$ cat src/rtl/s_proc_pkg.sv
// Shared fetch-stage types and defaults: bus widths, reset PC, fetch state encoding.
package s_proc_pkg;

    localparam int unsigned ADDR_W_DEF      = 16;
    localparam int unsigned DATA_W_DEF      = 16;
    localparam logic [15:0] RESET_PC_DEF    = 16'h0000;
    localparam int unsigned TIMEOUT_CYC_DEF = 15;

    localparam logic [2:0] FS_IDLE  = 3'd0;
    localparam logic [2:0] FS_BUSY  = 3'd1;
    localparam logic [2:0] FS_FLUSH = 3'd2;
    localparam logic [2:0] FS_HOLD  = 3'd3;
    localparam logic [2:0] FS_ERR   = 3'd4;

    typedef enum logic [2:0] {
        S_IDLE  = FS_IDLE,
        S_BUSY  = FS_BUSY,
        S_FLUSH = FS_FLUSH,
        S_HOLD  = FS_HOLD,
        S_ERR   = FS_ERR
    } fetch_state_t;

endpackage

$ cat src/rtl/pc_unit.sv
// Program counter: loads a redirect target or steps by one, wrapping at 2^ADDR_W.
// Latency 1 cycle; load wins over increment, no backpressure.
module pc_unit #(
    parameter int unsigned       ADDR_W   = 16,
    parameter logic [ADDR_W-1:0] RESET_PC = '0
) (
    input  logic              clk,
    input  logic              rst,
    input  logic              inc,
    input  logic              load,
    input  logic [ADDR_W-1:0] load_pc,
    output logic [ADDR_W-1:0] pc
);

    always_ff @(posedge clk or negedge rst) begin
        if (!rst) begin
            pc <= RESET_PC;
        end else if (load) begin
            pc <= load_pc;
        end else if (inc) begin
            pc <= pc + ADDR_W'(1);
        end
    end

endmodule

$ cat src/rtl/instr_fetch.sv
// Fetch stage: req/ack reads from instruction memory, one-word hold buffer, redirects, timeout.
// Latency: ack at edge N gives ir_ce in cycle N+1; stall parks the word in the hold buffer.
module instr_fetch
    import s_proc_pkg::*;
#(
    parameter int unsigned       ADDR_W      = ADDR_W_DEF,
    parameter int unsigned       DATA_W      = DATA_W_DEF,
    parameter logic [ADDR_W-1:0] RESET_PC    = ADDR_W'(RESET_PC_DEF),
    parameter int unsigned       TIMEOUT_CYC = TIMEOUT_CYC_DEF
) (
    input  logic              clk,
    input  logic              rst,
    input  logic              stall,
    input  logic              redirect,
    input  logic [ADDR_W-1:0] redirect_pc,
    input  logic              mem_ack,
    input  logic [DATA_W-1:0] mem_rdata,
    output logic              mem_req,
    output logic [ADDR_W-1:0] mem_addr,
    output logic [DATA_W-1:0] ir_d,
    output logic              ir_ce,
    output logic [ADDR_W-1:0] pc_out,
    output logic              fetch_err
);

    localparam int unsigned       CNT_W    = $clog2(TIMEOUT_CYC + 1);
    localparam logic [CNT_W-1:0]  TMO_LAST = CNT_W'(TIMEOUT_CYC - 1);

    fetch_state_t      state, state_nxt;
    logic              mem_req_nxt, ir_ce_nxt, fetch_err_nxt;
    logic [ADDR_W-1:0] mem_addr_nxt, pc_out_nxt, hold_pc, hold_pc_nxt, pc;
    logic [DATA_W-1:0] ir_d_nxt, hold_dat, hold_dat_nxt;
    logic [CNT_W-1:0]  tmo_cnt, tmo_cnt_nxt;
    logic              pc_inc, pc_load, tmo_tick;

    pc_unit #(
        .ADDR_W   (ADDR_W),
        .RESET_PC (RESET_PC)
    ) u_pc_unit (
        .clk     (clk),
        .rst     (rst),
        .inc     (pc_inc),
        .load    (pc_load),
        .load_pc (redirect_pc),
        .pc      (pc)
    );

    always_ff @(posedge clk or negedge rst) begin
        if (!rst) begin
            state     <= S_IDLE;
            mem_req   <= 1'b0;
            mem_addr  <= '0;
            ir_d      <= '0;
            ir_ce     <= 1'b0;
            pc_out    <= '0;
            fetch_err <= 1'b0;
            tmo_cnt   <= '0;
            hold_dat  <= '0;
            hold_pc   <= '0;
        end else begin
            state     <= state_nxt;
            mem_req   <= mem_req_nxt;
            mem_addr  <= mem_addr_nxt;
            ir_d      <= ir_d_nxt;
            ir_ce     <= ir_ce_nxt;
            pc_out    <= pc_out_nxt;
            fetch_err <= fetch_err_nxt;
            tmo_cnt   <= tmo_cnt_nxt;
            hold_dat  <= hold_dat_nxt;
            hold_pc   <= hold_pc_nxt;
        end
    end

    always_comb begin
        state_nxt     = state;
        mem_req_nxt   = mem_req;
        mem_addr_nxt  = mem_addr;
        ir_d_nxt      = ir_d;
        ir_ce_nxt     = 1'b0;
        pc_out_nxt    = pc_out;
        fetch_err_nxt = fetch_err;
        tmo_cnt_nxt   = tmo_cnt;
        hold_dat_nxt  = hold_dat;
        hold_pc_nxt   = hold_pc;
        pc_inc        = 1'b0;
        pc_load       = 1'b0;
        tmo_tick      = 1'b0;

        if (redirect) begin
            // An in-flight read cannot be cancelled on the bus, so it is drained in S_FLUSH.
            pc_load = 1'b1;
            case (state)
                S_BUSY: begin
                    if (mem_ack) begin
                        mem_req_nxt = 1'b0;
                        state_nxt   = S_IDLE;
                    end else begin
                        tmo_cnt_nxt = '0;
                        state_nxt   = S_FLUSH;
                    end
                end
                S_FLUSH: begin
                    if (mem_ack) begin
                        mem_req_nxt = 1'b0;
                        state_nxt   = S_IDLE;
                    end else begin
                        tmo_tick = 1'b1;
                    end
                end
                default: begin
                    fetch_err_nxt = 1'b0;
                    state_nxt     = S_IDLE;
                end
            endcase
        end else begin
            case (state)
                S_IDLE: begin
                    if (!stall) begin
                        mem_req_nxt  = 1'b1;
                        mem_addr_nxt = pc;
                        tmo_cnt_nxt  = '0;
                        state_nxt    = S_BUSY;
                    end
                end
                S_BUSY: begin
                    if (mem_ack) begin
                        mem_req_nxt = 1'b0;
                        pc_inc      = 1'b1;
                        if (!stall) begin
                            ir_d_nxt   = mem_rdata;
                            pc_out_nxt = mem_addr;
                            ir_ce_nxt  = 1'b1;
                            state_nxt  = S_IDLE;
                        end else begin
                            hold_dat_nxt = mem_rdata;
                            hold_pc_nxt  = mem_addr;
                            state_nxt    = S_HOLD;
                        end
                    end else begin
                        tmo_tick = 1'b1;
                    end
                end
                S_FLUSH: begin
                    if (mem_ack) begin
                        mem_req_nxt = 1'b0;
                        state_nxt   = S_IDLE;
                    end else begin
                        tmo_tick = 1'b1;
                    end
                end
                S_HOLD: begin
                    if (!stall) begin
                        ir_d_nxt   = hold_dat;
                        pc_out_nxt = hold_pc;
                        ir_ce_nxt  = 1'b1;
                        state_nxt  = S_IDLE;
                    end
                end
                S_ERR: begin
                    state_nxt = S_ERR;
                end
                default: begin
                    state_nxt = S_IDLE;
                end
            endcase
        end

        if (tmo_tick) begin
            if (tmo_cnt == TMO_LAST) begin
                mem_req_nxt   = 1'b0;
                fetch_err_nxt = 1'b1;
                state_nxt     = S_ERR;
            end else begin
                tmo_cnt_nxt = tmo_cnt + CNT_W'(1);
            end
        end
    end

endmodule

$ cat config.mk
export PLATFORM = sky130hd
export DESIGN_NAME = instr_fetch
export DESIGN_NICKNAME = d
export VERILOG_FILES = /design/src/rtl/s_proc_pkg.sv /design/src/rtl/pc_unit.sv /design/src/rtl/instr_fetch.sv
export SDC_FILE = /design/constraint.sdc
export NUM_CORES = 1
export LEC_CHECK = 0
export CAP_MARGIN = 20
export CELL_PAD_IN_SITES_DETAIL_PLACEMENT = 1
export CELL_PAD_IN_SITES_GLOBAL_PLACEMENT = 1
export CORE_MARGIN = 4
export CORE_UTILIZATION = 35
export DETAILED_ROUTE_END_ITERATION = 8
export GPL_TIMING_DRIVEN = 1
export HOLD_SLACK_MARGIN = 0.08
export PLACE_DENSITY_LB_ADDON = 0.1
export SLEW_MARGIN = 25
export SYNTH_ARGS = -nofsm -noshare
export SYNTH_HDL_FRONTEND = slang
export SYNTH_SLANG_ARGS = --single-unit
$ cat constraint.sdc
create_clock -name clk -period 3.9 [get_ports clk]
set_clock_uncertainty 0.05 [all_clocks]
set_input_delay 1.17 -clock clk [delete_from_list [all_inputs] [get_ports clk]]
set_output_delay 1.17 -clock clk [all_outputs]
set_load 0.03 [all_outputs]
==> key figures <==
CTS
  – Reg clk slew, reported paths: 0.07 ns
  – Clk_lat worst skew: 0.34 ns
  – Clk buf depth: 2
  – Post-CTS setup buffer count: 0
  – Htree depth: 3
  – CTS root buf: clkbuf_16
  – CTS Buf Count: 9
  – Sink Count: about 110
  – # resized after CTS: 0
  – CTS tree: built
  – Hold Buf Count CTS: 0

Yosys
  – Cells after synthesis: about 410
  – Ys Warns: 0
  – Sequential-to-total area share from yosys stat: 0.560
  – Synth area leader: dfrtp_1
  – Synthesized area: between 4000 and 5000 sq um
  – Yosys top cell area share: 0.560
  – Syn Area/Cell: roughly 11 sq um
  – Unique masters post-synth: 41
  – Seq cells post-synth: roughly 110
  – Post-synth EDFFs: 0
  – Synth top area cells: dfrtp_1 (56%), mux2_2 (10%), mux2i_1 (8.0%)
  – Post-Syn Nets: between 400 and 500
  – Main synth FF type: dfrtp_1
  – Fraction of registers with async set/reset: 1.00

STA
  – Worst slew pin tran: 0.761 ns
  – Worst slew margin: 0.488
  – Final setup TNS: 0 ns
  – Final Hold Fails: 0
  – Final setup vio count: 0
  – RSZ-0062 raised after global routing: false
  – Slew Viols, Final: 0
  – Hold_ws: approximately 0.43 ns
  – Min Tclk post-route: 2.80 ns
  – Final Cycle Share: 0.718
  – Achievable frequency: 357 MHz

Power
  – Clock power share: 0.263
  – P_sw: ~1200 uW
  – Pint: approximately 2500 uW
  – Switching Share: 0.330
  – Reg power frac: 0.434
  – Peak VDD IR: around 0.00021 V
  – PwrDens: between 600 and 700 nW/um^2
  – Pleak: 0.00279 uW
  – Combinational share of power: 0.304

Critical path
  – Required time worst endpoint: 4.08 ns
  – Crit path kind: input pin to register
  – Crit path max fanout: 19
  – Arrival time at the worst endpoint: just under 3 ns
  – Crit. End Element: register
  – Worst path buffer plus inverter count: 1
  – Worst path slowest cell: clkdlybuf4s50_1
  – Crit path largest cell delay: between 0.5 and 0.6 ns
  – CP Launch Type: input pin
  – Crit-path leading delay family: simple AND/OR/NAND/NOR gates
  – Crit-path cells: clkdlybuf4s50_1 -> nor3_1 -> nand2_1 -> mux2_2
  – CP Launch Point: redirect
  – RR Startpoint: u_pc_unit.pc[0]

Worst hold path
  – HP Class: register to register
  – Hold path start: pc_out[12]

Placed design
  – Placer Congestion: 0.792
  – Post-DP HPWL: 7.60 mm
  – PortBufs: just under 90

Finish
  – Antenna Cells: 0
  – Fraction of layout cells with a size suffix above 1: 0.143
  – Commonest non-fill, non-tap cell in the layout: dfrtp_1
  – Synth-to-layout area growth: 28.8%
  – Most frequent cells in the layout: dfrtp_1 (106), clkdlybuf4s50_1 (86), nand2_1 (56)
  – Final nets: between 500 and 600

Floorplan
  – Die area: ~15000 sq um
  – Initial Util: 0.358
  – Core area: ~13000 sq um
  – I/O Pins: slightly below 90
  – FP Rows: 42
  – Die Y: about 120 microns
  – Chip width: 124 microns

Drt
  – Vias: approximately 3300
  – Antenna Nets Post-Route: 0
  – Drt pass-1 iters: 4
  – # DRC: 0
  – Number of vias per cell: just under 5
  – Routed len/inst: 16.5 microns
  – Detailed router's first-iteration violation count: 200
  – Post-Route WL: 11.1 mm

Run status
  – Run status: complete, no violations

Global route
  – First-pass GRT wire length: roughly 18 mm
  – Vias in the first global route: between 3000 and 4000
  – Initial antenna violation count: 0
  – Grt ovf: 0
  – Largest net degree at the start of global routing: 66
  – All-Layer GR Usage: 0.146

Flow run
  – Max cap viols: 0
-- cell families (layout without fill, tap and decap cells) --
logic type | after synthesis | count (layout) | synth area share
AOI/OAI and AO/OA | 66 | 66 | 0.0803
DFF | 106 | 106 | 0.560
adders and majority gates | 3 | 3 | 0.00793
buffers and inverters | 33 | 116 | 0.0293
and+or+nand+nor | 110 | 110 | 0.112
muxes | 85 | 85 | 0.192
xor gates and xnor gates | 10 | 10 | 0.0185
-- synthesized netlist by cell type, types with 8 or more instances --
| master | count |
|---|---|
| o21ai_0 | 45 |
| mux2_2 | 42 |
| nand4_1 | 10 |
| clkbuf_1 | 16 |
| nand2_1 | 56 |
| mux2i_1 | 38 |
| nor2_1 | 8 |
| buf_2 | 11 |
| dfrtp_1 | 106 |
-- routing by layer --
| layer | vias up | share of wire | track usage |
|---|---|---|---|
| li1 | 1622 | - | - |
| met1 | 1630 | 0.50 | 0.206 |
| met4 | 0 | 0.015 | 0.0542 |
| met5 | - | 0 | 0 |
| met2 | 69 | 0.46 | 0.226 |
| met3 | 11 | 0.029 | 0.0249 |
-- registers in the layout (all words and copies together) (netlist names) --
name          flops
tmo_cnt           4
state             3
pc_out           16
hold_pc          16
fetch_err         1
ir_d             16
ir_ce             1
hold_dat         16
mem_req           1
u_pc_unit.pc     16
mem_addr         16
-- per-stage QoR --
stage	cells	setup WS, ns	util	power, uW	instance area (sq um)
after floorplan	413	1.39	-	2250	4740
after global placement	656	0.759	0.437	2740	5780
after detailed placement	656	0.736	0.437	2780	5780
after CTS	672	1.10	0.461	3770	6100
after global routing	672	0.932	0.461	3920	6100
final	672	1.10	0.461	3710	6100
-- worst paths after layout --
check	to	slack [ns]	depth (start not counted)
min reg2reg	pc_out[12]	0.43	2
max in group asynchronous	mem_addr[5]	2.29	2
min in group asynchronous	ir_d[3]	0.77	1
max reg2reg	u_pc_unit.pc[14]	1.81	5
max	mem_addr[0]	1.10	4
min	pc_out[12]	0.43	2
-- tightest hold or removal path, cell delays in order (launching register included) --
cell and delay, ns:
dfrtp_1 0.34, nand2_1 0.05, o21ai_0 0.06
-- power by group through the flow --
stage          Clock (uW)  Sequential, uW  Combinational [uW]
4_1_cts              1010            1620                1150
6_report              976            1610                1130
5_1_grt              1050            1660                1210
3_3_place_gp            0            1620                1120
3_5_place_dp            0            1640                1140
2_1_floorplan           0            1900                 349
-- area by class of cell --
cell class,count,area (sq um)
Fill cell,1422,7140
Multi-Input combinational cell,274,1950
Clock inverter,6,88.8
Sequential cell,106,2650
Clock buffer,10,229
Inverter,5,18.8
Timing Repair Buffer,95,941
Tap cell,176,220
Note: power is estimated with default switching activity, not from simulation.
